==> config.mk <==
export PLATFORM = sky130hd
export DESIGN_NAME = trigger_conditioner
export DESIGN_NICKNAME = d
export VERILOG_FILES = /design/src/rtl/trigger_conditioner.sv
export SDC_FILE = /design/constraint.sdc
export NUM_CORES = 1
export LEC_CHECK = 0
export ABC_AREA = 1
export CAP_MARGIN = 20
export CORE_MARGIN = 2
export CORE_UTILIZATION = 30
export CTS_BUF_LIST = sky130_fd_sc_hd__clkbuf_4 sky130_fd_sc_hd__clkbuf_8
export CTS_CLUSTER_DIAMETER = 200
export DETAILED_ROUTE_END_ITERATION = 10
export PLACE_DENSITY = 0.51
export SLEW_MARGIN = 20
export SYNTH_ARGS = -nofsm -noshare
export SYNTH_HDL_FRONTEND = slang
export SYNTH_SLANG_ARGS = --single-unit
==> constraint.sdc <==
create_clock -name clk_usb -period 1.7 [get_ports clk_usb]
set_clock_uncertainty 0.15 [all_clocks]
set_input_delay 0.34 -clock clk_usb [delete_from_list [all_inputs] [get_ports clk_usb]]
set_output_delay 0.34 -clock clk_usb [all_outputs]
set_load 0.1 [all_outputs]
==> src/rtl/trigger_conditioner.sv <==
// trigger_conditioner
//   Conditions an asynchronous trigger into a single capture-start pulse.
//   The raw trigger is synchronized, an edge/level condition is selected, and
//   a three-state FSM (IDLE / ARMED / HOLDOFF) turns the first qualifying
//   condition after an arm request into one pulse, followed by a programmable
//   holdoff. A saturating 32-bit counter tallies the pulses.
//
// Ports
//   clk_usb       sole clock, rising edge
//   reset_n       asynchronous active-low reset
//   reg_address   register address
//   reg_bytecnt   byte index within a multi-byte register
//   reg_datai     register write data
//   reg_datao     registered read data (0 when not reading)
//   reg_read      read strobe
//   reg_write     write strobe
//   trigger_i     combined trigger, asynchronous to clk_usb
//   arm_i         one-cycle arm request
//   trig_start_o  one-cycle capture-start pulse
//   armed_o       high while the FSM is ARMED
//
// Registers
//   pCFG_ADDR      [1:0] mode, [2] enable, [3] auto-rearm, [7:4] read 0
//   pHOLDOFF_ADDR  16-bit holdoff length, LSB first
//   pCOUNT_ADDR    32-bit pulse count, LSB first; any write clears it
//   pSTATUS_ADDR   {5'b0, synchronized trigger, state[1:0]}

module trigger_conditioner #(
    parameter int         pBYTECNT_SIZE = 7,
    parameter logic [7:0] pCFG_ADDR     = 8'h70,
    parameter logic [7:0] pHOLDOFF_ADDR = 8'h71,
    parameter logic [7:0] pCOUNT_ADDR   = 8'h72,
    parameter logic [7:0] pSTATUS_ADDR  = 8'h73
) (
    input  logic                     clk_usb,
    input  logic                     reset_n,
    input  logic [7:0]               reg_address,
    input  logic [pBYTECNT_SIZE-1:0] reg_bytecnt,
    input  logic [7:0]               reg_datai,
    output logic [7:0]               reg_datao,
    input  logic                     reg_read,
    input  logic                     reg_write,
    input  logic                     trigger_i,
    input  logic                     arm_i,
    output logic                     trig_start_o,
    output logic                     armed_o
);

    typedef enum logic [1:0] {
        IDLE    = 2'b00,
        ARMED   = 2'b01,
        HOLDOFF = 2'b10
    } state_t;

    state_t      state;
    logic        s1, s2, s3;
    logic [3:0]  cfg;
    logic [15:0] holdoff;
    logic [15:0] hold_cnt;
    logic [31:0] trig_count;
    logic        cond;
    logic        en_eff;
    logic        wr_cfg, wr_hold, wr_count;
    logic [7:0]  rd_byte;

    function automatic logic [31:0] sat_inc(input logic [31:0] v);
        return (v == 32'hFFFF_FFFF) ? v : v + 32'd1;
    endfunction

    assign wr_cfg   = reg_write && (reg_address == pCFG_ADDR);
    assign wr_hold  = reg_write && (reg_address == pHOLDOFF_ADDR);
    assign wr_count = reg_write && (reg_address == pCOUNT_ADDR);

    // A CFG write landing on this edge already governs the FSM, so clearing
    // enable beats a condition that is true on the same edge.
    assign en_eff = wr_cfg ? reg_datai[2] : cfg[2];

    // Synchronizer stage: s1/s2 resynchronize, s3 is history for edge detect
    always_ff @(posedge clk_usb or negedge reset_n) begin
        if (!reset_n) begin
            s1 <= 1'b0;
            s2 <= 1'b0;
            s3 <= 1'b0;
        end else begin
            s1 <= trigger_i;
            s2 <= s1;
            s3 <= s2;
        end
    end

    always_comb begin
        cond = 1'b0;
        case (cfg[1:0])
            2'b00:   cond = s2 & ~s3;
            2'b01:   cond = ~s2 & s3;
            2'b10:   cond = s2 ^ s3;
            default: cond = s2;
        endcase
    end

    // Configuration registers
    always_ff @(posedge clk_usb or negedge reset_n) begin
        if (!reset_n) begin
            cfg     <= 4'h4;
            holdoff <= 16'h0000;
        end else begin
            if (wr_cfg)
                cfg <= reg_datai[3:0];
            if (wr_hold) begin
                if (reg_bytecnt == pBYTECNT_SIZE'(0))
                    holdoff[7:0] <= reg_datai;
                else if (reg_bytecnt == pBYTECNT_SIZE'(1))
                    holdoff[15:8] <= reg_datai;
            end
        end
    end

    // FSM stage: outputs are registered alongside the state so armed_o
    // tracks state exactly and trig_start_o is the cycle after the decision.
    always_ff @(posedge clk_usb or negedge reset_n) begin
        if (!reset_n) begin
            state        <= IDLE;
            hold_cnt     <= 16'h0000;
            trig_start_o <= 1'b0;
            armed_o      <= 1'b0;
        end else begin
            trig_start_o <= 1'b0;
            if (!en_eff) begin
                state    <= IDLE;
                hold_cnt <= 16'h0000;
                armed_o  <= 1'b0;
            end else begin
                case (state)
                    IDLE: begin
                        if (arm_i) begin
                            state   <= ARMED;
                            armed_o <= 1'b1;
                        end
                    end
                    ARMED: begin
                        if (cond) begin
                            state        <= HOLDOFF;
                            armed_o      <= 1'b0;
                            hold_cnt     <= holdoff;
                            trig_start_o <= 1'b1;
                        end
                    end
                    HOLDOFF: begin
                        // A load of H leaves after H cycles; 0 and 1 both
                        // give the minimum single holdoff cycle.
                        if (hold_cnt <= 16'd1) begin
                            hold_cnt <= 16'h0000;
                            if (cfg[3]) begin
                                state   <= ARMED;
                                armed_o <= 1'b1;
                            end else begin
                                state   <= IDLE;
                                armed_o <= 1'b0;
                            end
                        end else begin
                            hold_cnt <= hold_cnt - 16'd1;
                        end
                    end
                    default: begin
                        state   <= IDLE;
                        armed_o <= 1'b0;
                    end
                endcase
            end
        end
    end

    // Pulse counter stage: clear has priority over the increment
    always_ff @(posedge clk_usb or negedge reset_n) begin
        if (!reset_n)
            trig_count <= 32'h0000_0000;
        else if (wr_count)
            trig_count <= 32'h0000_0000;
        else if (trig_start_o)
            trig_count <= sat_inc(trig_count);
    end

    always_comb begin
        rd_byte = 8'h00;
        case (reg_address)
            pCFG_ADDR: begin
                if (reg_bytecnt == pBYTECNT_SIZE'(0))
                    rd_byte = {4'h0, cfg};
            end
            pHOLDOFF_ADDR: begin
                if (reg_bytecnt == pBYTECNT_SIZE'(0))
                    rd_byte = holdoff[7:0];
                else if (reg_bytecnt == pBYTECNT_SIZE'(1))
                    rd_byte = holdoff[15:8];
            end
            pCOUNT_ADDR: begin
                if (reg_bytecnt == pBYTECNT_SIZE'(0))
                    rd_byte = trig_count[7:0];
                else if (reg_bytecnt == pBYTECNT_SIZE'(1))
                    rd_byte = trig_count[15:8];
                else if (reg_bytecnt == pBYTECNT_SIZE'(2))
                    rd_byte = trig_count[23:16];
                else if (reg_bytecnt == pBYTECNT_SIZE'(3))
                    rd_byte = trig_count[31:24];
            end
            pSTATUS_ADDR: begin
                if (reg_bytecnt == pBYTECNT_SIZE'(0))
                    rd_byte = {5'b00000, s2, state};
            end
            default: rd_byte = 8'h00;
        endcase
    end

    // Read-data stage
    always_ff @(posedge clk_usb or negedge reset_n) begin
        if (!reset_n)
            reg_datao <= 8'h00;
        else if (reg_read)
            reg_datao <= rd_byte;
        else
            reg_datao <= 8'h00;
    end

endmodule

==> reports/summary.txt, run 1 <==
status = finished with violations
failing checks = negative setup slack
Ys Warns = 0
DR pass1 iterations = 5
Die Outline Area = 19700 um2
Area Overhead vs Synth = 44.7%
Clk pin slew, worst setup/hold paths = 100 ps
CP Data Arrival Time = 1930 ps
post-synth top area cell = dfrtp_1
Final setup viols = 44
Boundary Pins = 39
Leak = 0.00389 uW
Pwr per Cell Area = 1110 nW/um2
RSZ-0062 raised after global routing = yes
crit start category = flop
share of cells above drive strength 1 = 28.8%
Post-synth EDFFs = 0
worst hold path class = flop to flop
Slew headroom = 74.8%
initial DRC count = 364
antenna viol nets, final = 0
per-cell routed wire length = 15.0 um
CTS max path bufs = 2
Avg Cell Area, Syn = 6.57 um2
setup ws final = -69.8 ps
Worst Setup Path Type = flop to flop
synthesized instance count = 849
Die Ht = 140 um
dpl cells = 1209
ys flop type = dfrtp_1
Area contributors post-synth = dfrtp_1 37%, nand2_1 20%, nand3_1 8.3%
Placed Area = 7170 um2
RR Startpoint = trig_count[9]
CTS tree = yes
GRT Overall Usage = 18.5%
Slew Viols, Final = 0
row cnt = 49
Vias = 5858
Synth top area share = 36.8%
nets@finish = 1044
total design power = 8960 uW
post-route insts no fill = 1245
Peak supply drop = 1.01 mV
post-synthesis sequential area ratio = 37.3%
fillcell total = 1836
post-route clock period utilization = 104%
TritonCTS sink count = 83
HP Start = s1
cell with the most instances after synthesis = nand2_1
Routability Congestion = 0.889
WP data required = 1860 ps
vias in the first global route = 5368
Tmin final = 1770 ps
Cell Area, Synth = 5580 um2
reg2reg path depth = 9
Slew @ Worst Pin = 378 ps
CTS root buf = clkbuf_8
Crit. Startpoint = trig_count[9]
drt drc = 0
port bufs = 38
worst setup path endpoint = trig_count[23]
DR vias/cell = 4.71
clock buffer count from CTS = 9
largest fanout on the critical path = 6
Hold Vio Cnt, Final = 0
Initial Util = 30.8%
syn_nets = 883
WL final = 18700 um
first-pass GRT wire length = 28600 um
Final Cell Area = 8070 um2
R2R setup slack = -70 ps
Critical Path End Type = flop
Yosys cell types = 29
clock latency on the worst-skew pair = 390 ps
Final HPWL DP = 13900 um
Post-synth ARST share = 100%
H-Tree Depth = 3
Worst R2R End = trig_count[23]
Max Clock Freq = 0.565 GHz
remaining global-route overflow = 0
top cells by count, synth = 302 x nand2_1, 108 x nor2_1, 93 x nand3_1
#FFs+latches synth = 83
die width = 140 um
Fin Hold WS = 231 ps
max-cap violation count = 0
initial antenna violation count = 1
pin count of the biggest net entering global routing = 35
CORE AREA = 18100 um2
what timing repair did:
item | CTS | global route
pin swaps | 10 | 28
setup buffers | 4 | 5
resized for setup | 29 | 123
endpoints found under the hold margin | 20 | 0
hold buffers | 1 | 0
setup endpoints to repair | 55 | 70
cloned | 1 | 9
through the flow:
step                      setup slack (ps)  utilization [%]  setup TNS, ps
after global routing                  -146             44.6          -5900
final                                -69.8             44.6          -1880
after floorplan                       2.30                -              0
after CTS                            -49.5             41.4           -279
after detailed placement              -429             39.6         -30110
after global placement                -456             39.6         -28170
flip-flops by register name, indices dropped and copies added, names as in the netlist, 2 cells and up:
name / count
cfg: 4
state: 2
reg_datao: 8
trig_count: 32
holdoff: 16
hold_cnt: 16
area by class of cell:
cell class / count / area (um2) / share of cell area [%]
inverters: 94 / 363 / 4.50
multi-input cells: 658 / 3460 / 42.9
clock inverters: 6 / 47.5 / 0.589
well taps: 229 / 287 / 3.55
diodes: 1 / 2.50 / 0.0310
flip-flops and latches: 83 / 2080 / 25.8
repair buffers: 164 / 1690 / 20.9
clock buffers: 10 / 138 / 1.71
kinds of logic after synthesis:
family,count (synthesis),synth area share [%]
compound gates,84,7.67
simple gates,549,42.6
xor+xnor,17,2.67
buf+inv,111,8.66
fa+ha+maj,5,1.12
flops,83,37.3
layout by cell type, fill, tap and decap left out, drive strengths merged:
master           n
clkinvlp         4
dlymetal6s2s     5
o21ai           73
buf            131
nand3b           6
dfstp            1
nor2           121
nand3          100
or2              3
clkdlybuf4s50   21
xnor2            5
diode            1
dlygate4sd2      1
clkbuf          15
dfrtp           82
clkinv           2
xor2            12
nand2          311
inv             94
ha               5
nand4           11
a21oi           11
dlygate4sd3      1
worst max-delay path, cell delays in order, from the launching register on:
cell and delay, ps:
dfrtp_1 380, nand2_1 160, nor2_4 160, nand2_2 90, nor2_4 170, nand3_4 140, nand2_4 180, clkbuf_16 160
nand2_1 40, o21ai_1 60
worst min path at each step:
stage | end | slack, ps | cells past startpoint
2_1_floorplan | armed_o | -110 | 0
3_3_place_gp | s3 | 140 | 1
3_5_place_dp | s3 | 140 | 1
4_1_cts | s2 | 240 | 0
5_1_grt | s1 | 240 | 1
6_report | s2 | 230 | 0
routing by layer:
layer  part of all wire (%)  routed length [um]  track usage, %  vias up
li1                       -                   -               -     3022
met1                     48                9060            25.7     2720
met2                     47                8820            30.3       99
met3                    2.9                 535            2.70       17
met4                    1.5                 285            4.57        0
met5                      0                   0               0        -
report_power, final:
group          switching [uW]  leakage [uW]  internal, uW
clock                     853     0.0000816           581
sequential                250       0.00113          2220
combinational            2800       0.00268          2250
total                    3910       0.00389          5050
Note: power is estimated with default switching activity, not from simulation.
==> inputs of run 2 (changes only) <==
--- a/config.mk
+++ b/config.mk
@@ -8,11 +8,13 @@
 export ABC_AREA = 1
 export CAP_MARGIN = 20
 export CORE_MARGIN = 2
-export CORE_UTILIZATION = 30
+export CORE_UTILIZATION = 40
 export CTS_BUF_LIST = sky130_fd_sc_hd__clkbuf_4 sky130_fd_sc_hd__clkbuf_8
 export CTS_CLUSTER_DIAMETER = 200
 export DETAILED_ROUTE_END_ITERATION = 10
-export PLACE_DENSITY = 0.51
+export PLACE_DENSITY = 0.63
+export RECOVER_POWER = 100
+export SKIP_LAST_GASP = 1
 export SLEW_MARGIN = 20
 export SYNTH_ARGS = -nofsm -noshare
 export SYNTH_HDL_FRONTEND = slang
==> run 2 against run 1 <==
The run still ends with negative setup slack left. Critical path depth unchanged. Fmax decreased by 0.70%. Non-clock buffer count increased by 1. Critical path type unchanged.
==> reports/summary.txt, run 2 (synthesis gave the netlist of run 1 again) <==
Peak supply drop = 1.19 mV (was 1.01 mV)
CTS tree = yes (unchanged)
H-Tree Depth = 3 (unchanged)
WP data required = 1870 ps (was 1860 ps)
DR vias/cell = 5.11 (was 4.71)
first-pass GRT wire length = 27400 um (was 28600 um)
Final HPWL DP = 12900 um (was 13900 um)
Largest Register = trig_count (unchanged)
Slew @ Worst Pin = 689 ps (was 378 ps)
CTS max path bufs = 2 (unchanged)
Clk pin slew, worst setup/hold paths = 100 ps (about the same)
Die Outline Area = 14900 um2 (was 19700 um2)
Final setup viols = 40 (was 44)
Switch Pwr = 3940 uW (was 3910 uW)
Sequential Power Share = 27.4% (was 27.6%)
CP bufs+invs = 1 (unchanged)
Vias = 6104 (was 5858)
nets@finish = 1044 (unchanged)
Fin Hold WS = 207 ps (was 231 ps)
max incr delay on CP = 440 ps (was 380 ps)
port bufs = 38 (unchanged)
max-cap violation count = 0 (unchanged)
combinational fraction of design power = 54.9% (was 56.4%)
Switching Fraction = 43.1% (was 43.6%)
Pint = 5210 uW (was 5050 uW)
GRT Overall Usage = 24.0% (was 18.5%)
post-route clock period utilization = 105% (was 104%)
Die Ht = 122 um (was 140 um)
drt drc = 0 (unchanged)
crit start category = flop (unchanged)
failing checks = negative setup slack (unchanged)
share of cells above drive strength 1 = 29.8% (was 28.8%)
Leak = 0.00392 uW (was 0.00389 uW)
initial antenna violation count = 0 (was 1)
clock latency on the worst-skew pair = 390 ps (about the same)
Worst Setup Path Type = flop to flop (unchanged)
antenna viol nets, final = 0 (unchanged)
Largest regs = trig_count x32, hold_cnt x16, holdoff x16 (unchanged)
TNS Setup = -1610 ps (was -1880 ps)
ANT cells = 0 (was 1)
initial DRC count = 446 (was 364)
WL final = 18100 um (was 18700 um)
crit path cell chain = nand2_1 -> nor2_2 -> nand2_2 -> nor2_4 -> nand3_4 -> nand2_8 -> clkbuf_16 -> nand2_4 -> o21ai_1 (was nand2_1 -> nor2_4 -> nand2_2 -> nor2_4 -> nand3_4 -> nand2_4 -> clkbuf_16 -> nand2_1 -> o21ai_1)
Slew Viols, Final = 0 (unchanged)
vias in the first global route = 5486 (was 5368)
Initial Util = 40.5% (was 30.8%)
GR peak layer = met2 (unchanged)
Sequential cell area = 2090 um2 (was 2080 um2)
Pwr per Cell Area = 1150 nW/um2 (was 1110 nW/um2)
TritonCTS sink count = 83 (unchanged)
Critical Path End Type = flop (unchanged)
Tmin final = 1780 ps (was 1770 ps)
largest fanout on the critical path = 6 (unchanged)
per-cell routed wire length = 15.2 um (was 15.0 um)
worst hold path class = flop to flop (unchanged)
cell family with most CP delay = simple AND/OR/NAND/NOR gates (unchanged)
GRT met1 Usage = 32.4% (was 25.7%)
row cnt = 43 (was 49)
critical path's slowest cell = dfrtp_2 (was dfrtp_1)
number of flip-flops in the largest register = 32 (unchanged)
post-route insts no fill = 1195 (was 1245)
CP Data Arrival Time = 1950 ps (was 1930 ps)
Max Clock Freq = 0.561 GHz (was 0.565 GHz)
setup ws final = -82.3 ps (was -69.8 ps)
dpl cells = 1152 (was 1209)
status = finished with violations (unchanged)
most frequent cells in the layout = 252 x nand2_1, 101 x buf_4, 90 x nor2_1, 87 x nand3_1 (was 259 x nand2_1, 103 x buf_4, 88 x nand3_1, 87 x nor2_1, 79 x dfrtp_1)
Clock Power Share = 17.8% (was 16.0%)
DR pass1 iterations = 5 (unchanged)
CTS root buf = clkbuf_8 (unchanged)
CORE AREA = 13800 um2 (was 18100 um2)
Slew headroom = 54.1% (was 74.8%)
remaining global-route overflow = 0 (unchanged)
Routability Congestion = 0.917 (was 0.889)
RSZ-0062 raised after global routing = yes (unchanged)
GRT met2 Usage = 38.1% (was 30.3%)
pin count of the biggest net entering global routing = 27 (was 35)
Hold Vio Cnt, Final = 0 (unchanged)
fillcell total = 1301 (was 1836)
leading cell type in the layout, fill and taps excluded = nand2_1 (unchanged)
Area Overhead vs Synth = 42.2% (was 44.7%)
clock buffer count from CTS = 9 (unchanged)
area of the multi-input gates = 3490 um2 (was 3460 um2)
Boundary Pins = 39 (unchanged)
die width = 122 um (was 140 um)
grt met3 use = 3.60% (was 2.70%)
==> run 2: worst paths after layout <==
check                          startpoint            end  slack [ps]  depth (start not counted)
setup reg to reg           trig_count[16]  trig_count[3]         -80                          9
hold / removal                         s1             s2         210                          0
hold reg to reg                        s1             s2         210                          0
max in group asynchronous         reset_n         cfg[2]         130                          3
min in group asynchronous         reset_n     holdoff[5]         370                          2
setup / recovery           trig_count[16]  trig_count[3]         -80                          9
==> run 2: power by group through the flow <==
stage	Combinational [uW]	Clock [uW]	Sequential (uW)
2_1_floorplan	2450	0	2580
3_3_place_gp	4040	0	2520
3_5_place_dp	4080	0	2520
4_1_cts	4490	1640	2490
5_1_grt	5530	1750	2540
6_report	5020	1630	2500
==> run 2: through the flow <==
stage               util [%]  power [uW]  cell area, um2  setup WS [ps]
floorplan                  -        5020            5590           2.30
global placement        51.1        6560            7040           -450
detailed placement      51.1        6590            7040           -516
CTS                     53.8        8620            7410          -20.2
global route            57.6        9820            7940           -185
finish                  57.6        9150            7940          -82.3
==> run 2: what timing repair did <==
action,4_1_cts,5_1_grt
cloned,1,8
endpoints found under the setup margin,25,72
pin swaps,9,38
hold endpoints to repair,23,0
gates resized for setup,27,147
hold buffers,1,0
setup buffers,4,13
==> run 2: layout make-up <==
class                           count  share of cell area (%)
Multi-Input combinational cell    657                    44.0
Sequential cell                    83                    26.3
Timing Repair Buffer              165                    19.5
Inverter                           94                    4.64
Tap cell                          180                    2.84
Clock buffer                       10                    1.73
Clock inverter                      6                   0.978
==> run 2: routing by layer <==
layer | part of all wire [%] | routed length [um]
met4 | 4.1 | 750
met1 | 43 | 7860
met5 | 0 | 0
met2 | 47 | 8450
met3 | 5.9 | 1070
==> inputs of run 3 (changes only) <==
--- a/config.mk
+++ b/config.mk
@@ -14,6 +14,7 @@
 export DETAILED_ROUTE_END_ITERATION = 10
 export PLACE_DENSITY = 0.63
 export RECOVER_POWER = 100
+export SETUP_SLACK_MARGIN = 0.15
 export SKIP_LAST_GASP = 1
 export SLEW_MARGIN = 20
 export SYNTH_ARGS = -nofsm -noshare
==> run 3 against run 2 <==
The flow still finishes with violations (negative setup slack). Routed wire length is 5.4% higher. Die area stayed put. Fmax is 2.2% higher. Sequential power hardly changed. Clock power is 4% higher. Worst setup slack better by 39 ps. Via count is 1.5% higher. Worst hold slack better by 12 ps. Critical path type unchanged. Largest cell class unchanged. Highest routed layer unchanged.
==> reports/summary.txt, run 3 (synthesis gave the netlist of run 1 again) <==
CTS root buf = clkbuf_8 (unchanged)
Initial Util = 40.5% (unchanged)
first-pass GRT wire length = 29500 um (was 27400 um)
total design power = 9380 uW (was 9150 uW)
vias in the first global route = 6032 (was 5486)
CTS tree = yes (unchanged)
CORE AREA = 13800 um2 (unchanged)
worst hold path class = flop to flop (unchanged)
DR pass1 iterations = 6 (was 5)
Die Ht = 122 um (unchanged)
clock latency on the worst-skew pair = 370 ps (was 390 ps)
clock buffer count from CTS = 9 (unchanged)
leading cell type in the layout, fill and taps excluded = nand2_1 (unchanged)
CTS max path bufs = 2 (unchanged)
antenna viol nets, final = 0 (unchanged)
die width = 122 um (unchanged)
Routability Congestion = 0.894 (was 0.917)
most frequent cells in the layout = 242 x nand2_1, 126 x buf_4, 78 x nand3_1, 76 x dfrtp_1, 74 x inv_1 (was 252 x nand2_1, 101 x buf_4, 90 x nor2_1, 87 x nand3_1)
hold endpoint = s2 (unchanged)
RR Startpoint = trig_count[25] (was trig_count[16])
number of flip-flops in the largest register = 32 (unchanged)
CP Data Arrival Time = 1860 ps (was 1950 ps)
Hold Vio Cnt, Final = 0 (unchanged)
Fin Hold WS = 219 ps (was 207 ps)
port bufs = 38 (unchanged)
per-cell routed wire length = 15.6 um (was 15.2 um)
WL final = 19100 um (was 18100 um)
Crit. Startpoint = trig_count[25] (was trig_count[16])
crit start category = flop (unchanged)
Clk pin slew, worst setup/hold paths = 90 ps (was 100 ps)
largest fanout on the critical path = 6 (unchanged)
initial DRC count = 422 (was 446)
failing checks = negative setup slack (unchanged)
setup ws final = -43.1 ps (was -82.3 ps)
Largest regs = trig_count x32, hold_cnt x16, holdoff x16 (unchanged)
share of cells above drive strength 1 = 36.0% (was 29.8%)
pin count of the biggest net entering global routing = 27 (unchanged)
Worst R2R End = trig_count[18] (was trig_count[3])
Largest Register = trig_count (unchanged)
Critical Path End Type = flop (unchanged)
Max Clock Freq = 0.574 GHz (was 0.561 GHz)
Tmin final = 1740 ps (was 1780 ps)
TritonCTS sink count = 83 (unchanged)
HP Start = s1 (unchanged)
WP data required = 1820 ps (was 1870 ps)
status = finished with violations (unchanged)
Die Outline Area = 14900 um2 (unchanged)
ANT cells = 0 (unchanged)
GRT Overall Usage = 25.3% (was 24.0%)
Slew headroom = 52.5% (was 54.1%)
max-cap violation count = 0 (unchanged)
Area Overhead vs Synth = 50.6% (was 42.2%)
H-Tree Depth = 3 (unchanged)
initial antenna violation count = 0 (unchanged)
post-route clock period utilization = 103% (was 105%)
Vias = 6194 (was 6104)
Boundary Pins = 39 (unchanged)
nets@finish = 1077 (was 1044)
Pwr per Cell Area = 1120 nW/um2 (was 1150 nW/um2)
Final HPWL DP = 12700 um (was 12900 um)
Slew Viols, Final = 0 (unchanged)
drt drc = 0 (unchanged)
Slew @ Worst Pin = 712 ps (was 689 ps)
remaining global-route overflow = 0 (unchanged)
Final setup viols = 17 (was 40)
DR vias/cell = 5.04 (was 5.11)
Worst Setup Path Type = flop to flop (unchanged)
RSZ-0062 raised after global routing = yes (unchanged)
reg2reg path depth = 9 (unchanged)
Leak = 0.00416 uW (was 0.00392 uW)
row cnt = 43 (unchanged)
R2R setup slack = -40 ps (was -80 ps)
Peak supply drop = 0.636 mV (was 1.19 mV)
Hold Crit Depth = 0 (unchanged)
[run 3: changes by cell type in the layout (fill, tap and decap cells not counted), moves of 9 or more]
cell           change
nand3_1            -9
dlygate4sd2_1     +12
nand2_1           -10
nor2_1            -21
nor2_4            +15
buf_4             +25
nand2_2           +11
[run 3: worst max-delay path, cell delays in order, from the launching register on]
cell and delay [ps]:
dfrtp_1 390, nand2_2 90, nor2_2 140, nand2_1 110, nor2_2 120, nand3_2 110, nand2_4 130, buf_6 160
clkbuf_16 160, o21ai_1 70
[run 3: layout make-up]
cell class / count / area (um2)
fillers: 1259 / 5370
multi-input cells: 659 / 3730
flip-flops and latches: 83 / 2090
repair buffers: 196 / 1750
inverters: 94 / 383
well taps: 180 / 225
clock buffers: 12 / 159
clock inverters: 4 / 73.8
[run 3: how the worst max path moves through the flow]
stage / end / slack, ps
5_1_grt: trig_count[7] / -130
4_1_cts: hold_cnt[12] / 2
2_1_floorplan: trig_count[29] / 80
6_report: trig_count[18] / -40
3_5_place_dp: holdoff[14] / -610
3_3_place_gp: holdoff[13] / -580
[run 3: through the flow]
step           worst slack, ps  cell area [um2]  util [%]  cells  setup TNS [ps]
4_1_cts                   1.86             8070      58.6   1216               0
3_5_place_dp              -609             7160      52.0   1161          -39360
3_3_place_gp              -579             7160      52.0   1161          -37280
6_report                 -43.1             8400      61.0   1228            -477
5_1_grt                   -128             8400      61.0   1228           -4720
2_1_floorplan             77.9             5680         -    849               0
[run 3: what timing repair did]
item                                   CTS  global route
endpoints found under the hold margin   22             0
setup buffers                           31             8
pin swaps                               27            39
gates cloned                             7             4
hold buffers                             1             0
gates resized for setup                110           123
setup endpoints to repair               78            76
[run 3: report_power, final]
| group | switching, uW | leakage, uW | internal [uW] |
|---|---|---|---|
| logic | 2980 | 0.00291 | 2210 |
| registers | 276 | 0.00113 | 2220 |
| clock network | 771 | 0.000120 | 926 |
[run 3: metal layers]
layer  GRT usage (%)  wire (um)  up-vias
met2            45.6       9910      179
li1                -          -     3081
met1            30.7       7600     2870
met5               0          0        -
met4            10.1        738        0
met3            2.86        855       64
